`config.mk`:
```
export PLATFORM = sky130hd
export DESIGN_NAME = game_fsm
export DESIGN_NICKNAME = d
export VERILOG_FILES = /design/src/rtl/game_pkg.sv /design/src/rtl/game_fsm_rise_detect.sv /design/src/rtl/game_fsm.sv
export SDC_FILE = /design/constraint.sdc
export NUM_CORES = 1
export LEC_CHECK = 0
export ABC_AREA = 0
export CORE_ASPECT_RATIO = 0.9
export CORE_MARGIN = 1
export CORE_UTILIZATION = 65
export CTS_BUF_LIST = sky130_fd_sc_hd__clkbuf_8
export DETAILED_ROUTE_END_ITERATION = 6
export GPL_ROUTABILITY_DRIVEN = 0
export PLACE_DENSITY = 0.86
export SYNTH_ARGS = -nofsm -noshare
export SYNTH_HDL_FRONTEND = slang
export SYNTH_SLANG_ARGS = --single-unit
```
`constraint.sdc`:
```
create_clock -name clk_i -period 3.8 [get_ports clk_i]
set_input_delay 0.95 -clock clk_i [delete_from_list [all_inputs] [get_ports clk_i]]
set_output_delay 0.95 -clock clk_i [all_outputs]
set_load 0.02 [all_outputs]
```
`src/rtl/game_pkg.sv`:
```
// Shared types and constants for the StopIt round controller.
package game_pkg;

    localparam int unsigned COUNT_W = 5;
    localparam int unsigned SCORE_W = 3;
    localparam logic [COUNT_W-1:0] COUNT_MAX = 5'd31;

    typedef enum logic [2:0] {
        IDLE    = 3'd0,
        REQ     = 3'd1,
        LOAD    = 3'd2,
        RUN     = 3'd3,
        CORRECT = 3'd4,
        WRONG   = 3'd5,
        WON     = 3'd6
    } state_e;

endpackage

```
`src/rtl/game_fsm_rise_detect.sv`:
```
// One-bit rising-edge detector; the history register resets high so a
// level already asserted when reset releases does not register as an edge.
module rise_detect (
    input  logic clk_i,
    input  logic rst_ni,
    input  logic level_i,
    output logic rise_c
);

    logic prev_q;

    // Remember last cycle's level.
    always_ff @(posedge clk_i or negedge rst_ni) begin
        if (!rst_ni) begin
            prev_q <= 1'b1;
        end else begin
            prev_q <= level_i;
        end
    end

    assign rise_c = level_i & ~prev_q;

endmodule

```
`src/rtl/game_fsm.sv`:
```
// StopIt round controller: requests a target from the LFSR, runs the
// down-counter, judges the stop press and keeps score up to a win.
module game_fsm
    import game_pkg::*;
#(
    parameter int unsigned TICK_CYCLES = 25_000_000,
    parameter int unsigned SHOW_CYCLES = 50_000_000,
    parameter int unsigned WIN_COUNT   = 5
) (
    input  logic               clk_i,
    input  logic               rst_ni,
    input  logic               start_i,
    input  logic               stop_i,
    input  logic [COUNT_W-1:0] rand_i,
    output logic               next_o,
    output logic [COUNT_W-1:0] target_o,
    output logic [COUNT_W-1:0] count_o,
    output logic [SCORE_W-1:0] score_o,
    output logic               running_o,
    output logic               correct_o,
    output logic               wrong_o,
    output logic               won_o
);

    localparam int unsigned TICK_W = $clog2(TICK_CYCLES);
    localparam int unsigned SHOW_W = $clog2(SHOW_CYCLES + 1);

    localparam logic [TICK_W-1:0]  TICK_LAST = TICK_W'(TICK_CYCLES - 1);
    localparam logic [SHOW_W-1:0]  SHOW_LAST = SHOW_W'(SHOW_CYCLES - 1);
    localparam logic [SCORE_W-1:0] WIN_SCORE = SCORE_W'(WIN_COUNT);

    state_e             state_q,   state_d;
    logic [COUNT_W-1:0] target_q,  target_d;
    logic [COUNT_W-1:0] count_q,   count_d;
    logic [SCORE_W-1:0] score_q,   score_d;
    logic [TICK_W-1:0]  tick_q,    tick_d;
    logic [SHOW_W-1:0]  show_q,    show_d;
    logic               next_q,    next_d;
    logic               running_q, running_d;
    logic               correct_q, correct_d;
    logic               wrong_q,   wrong_d;
    logic               won_q,     won_d;

    logic start_rise_c;
    logic stop_rise_c;

    rise_detect u_start_rise (
        .clk_i   (clk_i),
        .rst_ni  (rst_ni),
        .level_i (start_i),
        .rise_c  (start_rise_c)
    );

    rise_detect u_stop_rise (
        .clk_i   (clk_i),
        .rst_ni  (rst_ni),
        .level_i (stop_i),
        .rise_c  (stop_rise_c)
    );

    // State, datapath and output registers.
    always_ff @(posedge clk_i or negedge rst_ni) begin
        if (!rst_ni) begin
            state_q   <= IDLE;
            target_q  <= '0;
            count_q   <= '0;
            score_q   <= '0;
            tick_q    <= '0;
            show_q    <= '0;
            next_q    <= 1'b0;
            running_q <= 1'b0;
            correct_q <= 1'b0;
            wrong_q   <= 1'b0;
            won_q     <= 1'b0;
        end else begin
            state_q   <= state_d;
            target_q  <= target_d;
            count_q   <= count_d;
            score_q   <= score_d;
            tick_q    <= tick_d;
            show_q    <= show_d;
            next_q    <= next_d;
            running_q <= running_d;
            correct_q <= correct_d;
            wrong_q   <= wrong_d;
            won_q     <= won_d;
        end
    end

    // Next-state, datapath updates and Moore flags decoded from the next state.
    always_comb begin
        state_d  = state_q;
        target_d = target_q;
        count_d  = count_q;
        score_d  = score_q;
        tick_d   = tick_q;
        show_d   = show_q;

        case (state_q)
            IDLE: begin
                if (start_rise_c) begin
                    state_d = REQ;
                end
            end
            REQ: begin
                state_d = LOAD;
            end
            LOAD: begin
                target_d = rand_i;
                count_d  = COUNT_MAX;
                tick_d   = '0;
                state_d  = RUN;
            end
            RUN: begin
                // A stop press freezes the count shown this cycle, even on a tick.
                if (stop_rise_c) begin
                    show_d = '0;
                    if (count_q == target_q) begin
                        state_d = CORRECT;
                        if (score_q != WIN_SCORE) begin
                            score_d = score_q + SCORE_W'(1);
                        end
                    end else begin
                        state_d = WRONG;
                    end
                end else if (tick_q == TICK_LAST) begin
                    tick_d  = '0;
                    count_d = count_q - COUNT_W'(1);
                end else begin
                    tick_d = tick_q + TICK_W'(1);
                end
            end
            CORRECT: begin
                if (show_q == SHOW_LAST) begin
                    show_d  = '0;
                    state_d = (score_q == WIN_SCORE) ? WON : REQ;
                end else begin
                    show_d = show_q + SHOW_W'(1);
                end
            end
            WRONG: begin
                if (show_q == SHOW_LAST) begin
                    show_d  = '0;
                    score_d = '0;
                    state_d = IDLE;
                end else begin
                    show_d = show_q + SHOW_W'(1);
                end
            end
            WON: begin
                if (start_rise_c) begin
                    score_d = '0;
                    state_d = REQ;
                end
            end
            default: begin
                state_d = IDLE;
            end
        endcase

        next_d    = (state_d == REQ);
        running_d = (state_d == RUN);
        correct_d = (state_d == CORRECT);
        wrong_d   = (state_d == WRONG);
        won_d     = (state_d == WON);
    end

    assign next_o    = next_q;
    assign target_o  = target_q;
    assign count_o   = count_q;
    assign score_o   = score_q;
    assign running_o = running_q;
    assign correct_o = correct_q;
    assign wrong_o   = wrong_q;
    assign won_o     = won_q;

endmodule

```
==> reports/qor.yml <==
drt:
  detail_route.vias_per_cell: 6.62
  drt_pass1_iterations: 6
  avgRoutedWirePerCell_um: 17.1
  drt_iter0_drc: 376
  num_vias: 3792
  final_antenna_net_count: 0
  drt_wl_total_um: 9820
  drc: 0
floorplan:
  core-area_um2: 6150
  die_h_um: 78.0
  die_width_um: 86.4
  initial_core_util_pct: 67.8
  die_area_um2: 6740
  rows: 27
  io_pins: 27
timing:
  min_period_ns: 2.75
  max_freq_mhz: 363
  fin_skew_ns: 0.0122
  period_share_pct: 72.5
  worstMarginPinSlew_ns: 1.08
  tns_ns: 0
  slew_headroom_pct: 27.1
  hold_violations: 0
  rsz0062_at_grt: "false"
  maxSlewViolCount: 0
  finalSetupViolCount: 0
global_routing:
  grt_pass1_wl_um: 16400
  met1_usage_pct: 45.9
  grtUsageMet3_pct: 7.66
  antenna_found_initial: 0
  use_met2_pct: 45.6
  gr-total-overflow: 0
  grt_max_degree: 75
  top_usage_layer: "met1"
  grt_pass1_vias: 3458
  track_usage_pct: 31.0
clock_network:
  post_cts_buffers: 0
  clk_pin_slew_ns: 0.09
  ctsRootBufferMaster: "clkbuf_8"
  clk_latency_ns: 0.35
  htree_levels: 3
  clock-sinks: 74
  clock_path_buffers: 2
  cts_tree: "yes"
  hold_buffers: 0
  cts_made_buffers: 9
  cts_resized: 0
critical_path:
  r2r_end: "next_o"
  worstSetupEndpointType: "flop"
  critPathArrivalTime_ns: 3.02
  worstReg2RegStart: "show_q[0]"
  worstRegToRegCells: 6
  worstSetupStartpointType: "primary input"
  crit_fanout: 12
  required_ns: 4.07
  r2r_slack_ns: 1.13
  crit_type: "primary input to flop"
worst_hold_path:
  worst_hold_path.num_cells: 1
  hold_path.class: "flop to flop"
  holdPathEnd: "show_q[19]"
  min-delay-start: "show_q[19]"
layout:
  final-seq-area_um2: 1850
  syn_to_final_growth_pct: 13.1
  antenna_cells: 0
  drive_gt1_share_pct: 7.61
  n_fill_cell: 431
  nNetsFinal: 495
  final_common_cell: "dfrtp_1"
  finish.instance_area_um2: 4720
  multiInputGateArea_um2: 2140
  final_cell_mix: "72 x dfrtp_1, 40 x nor2_1, 35 x nand3_1"
run:
  maxCapViolations: 0
logic_synthesis:
  synth-seq-area-share_pct: 44.5
  ys_ff_latch: 74
  netlist_instances: 459
  async_flop_share_pct: 100
  synth.area.top_cells: "dfrtp_1 43%, nand3_1 4.2%, a31oi_1 3.6%"
  avgSynthCellArea_um2: 9.08
  synthFlopType: "dfrtp_1"
  synthDistinctLibCells: 55
  ys_warn_count: 0
  yosys.area.top_type_share_pct: 43.2
  syn_nets: 473
  yosysTopAreaCell: "dfrtp_1"
  syn_area_um2: 4170
  synth_edf_count: 0
placement:
  io_buffers: 26
  place_area_um2: 4490
  dp_hpwl_um: 6650
power:
  leakagePower_uw: 0.00191
  powerDensity_nw_per_um2: 606
  peakVddDrop_uv: 447
status:
  status: "complete, no violations"
[worst max-delay path by stage]
| stage | end | cells after the start | slack, ns | from |
|---|---|---|---|---|
| global route | correct_o | 8 | 0.84 | stop_i |
| CTS | correct_o | 8 | 1.07 | stop_i |
| finish | correct_o | 8 | 1.05 | stop_i |
| detailed placement | correct_o | 8 | 0.69 | stop_i |
| global placement | correct_o | 8 | 0.80 | stop_i |
| floorplan | tick_q[13] | 8 | 1.56 | stop_i |
[per-stage QoR]
step           worst slack, ns  total power, µW  utilization (%)  hold slack (ns)  std cells
3_3_place_gp             0.799             2100             73.0            0.472        557
5_1_grt                  0.845             3010             76.7            0.532        573
3_5_place_dp             0.689             2140             73.0            0.498        557
4_1_cts                   1.07             2850             76.7            0.514        573
6_report                  1.05             2860             76.7            0.510        573
2_1_floorplan             1.56             1800                -            0.451        459
[logic make-up after synthesis]
kind of cell	after synthesis	share of synthesized area [%]
AOI/OAI and AO/OA	93	14.2
xor gates and xnor gates	21	4.41
adders and majority gates	5	1.50
buffers and inverters	44	4.14
DFF	74	44.5
muxes	11	2.82
and+or+nand+nor	211	28.5
[worst max-delay path, cell delays in order]
cell	delay [ns]
clkdlybuf4s50_1	0.50
nor2b_1	0.46
a21o_1	0.21
inv_1	0.19
a31oi_1	0.21
and4_1	0.28
inv_2	0.05
nor3_1	0.16
[flip-flops by register name, summed over array words and instances (netlist names)]
signal and flops:
count_o 5, target_o 5, u_start_rise.prev_q 1, correct_o 1, u_stop_rise.prev_q 1, wrong_o 1, score_o 3, show_q 26
running_o 1, won_o 1, state_q 3, next_o 1, tick_q 25
[layer usage]
metal | part of all wire (%) | up-vias
met2 | 45 | 214
met5 | 0 | -
met4 | 0.99 | 0
met3 | 9.1 | 15
li1 | - | 1741
met1 | 44 | 1822
[power by group]
group	internal [µW]	leakage (µW)	switching, µW	total (µW)
clock network	403	0.000113	301	704
registers	916	0.000967	159	1070
logic	421	0.000830	660	1080
total	1740	0.00191	1120	2860
[cell type report]
class                      instances  share of cell area (%)
tap                               87                    2.31
clock buffer                      11                    3.21
clock inverter                     5                    1.67
sequential                        74                    39.3
timing repair buffer              30                    6.10
multi-input combinational        341                    45.4
inverter                          25                    1.99
[synthesized netlist by cell type, drive strengths merged, types with 3 or more instances]
master	number
or4	6
inv	25
a21o	7
nand3b	5
o22ai	3
nor2	40
nand3	36
mux2	6
and4	5
xnor2	13
nand2b	5
mux2i	5
o21ai	25
a31oi	24
nand4	25
dfrtp	72
nand4b	4
nor3	14
nor3b	3
ha	5
or3	3
clkbuf	13
buf	6
and3	7
nor2b	8
nor4	14
nand2	31
xor2	8
a21oi	16
o211ai	3
(Power assumes the default switching activity.)
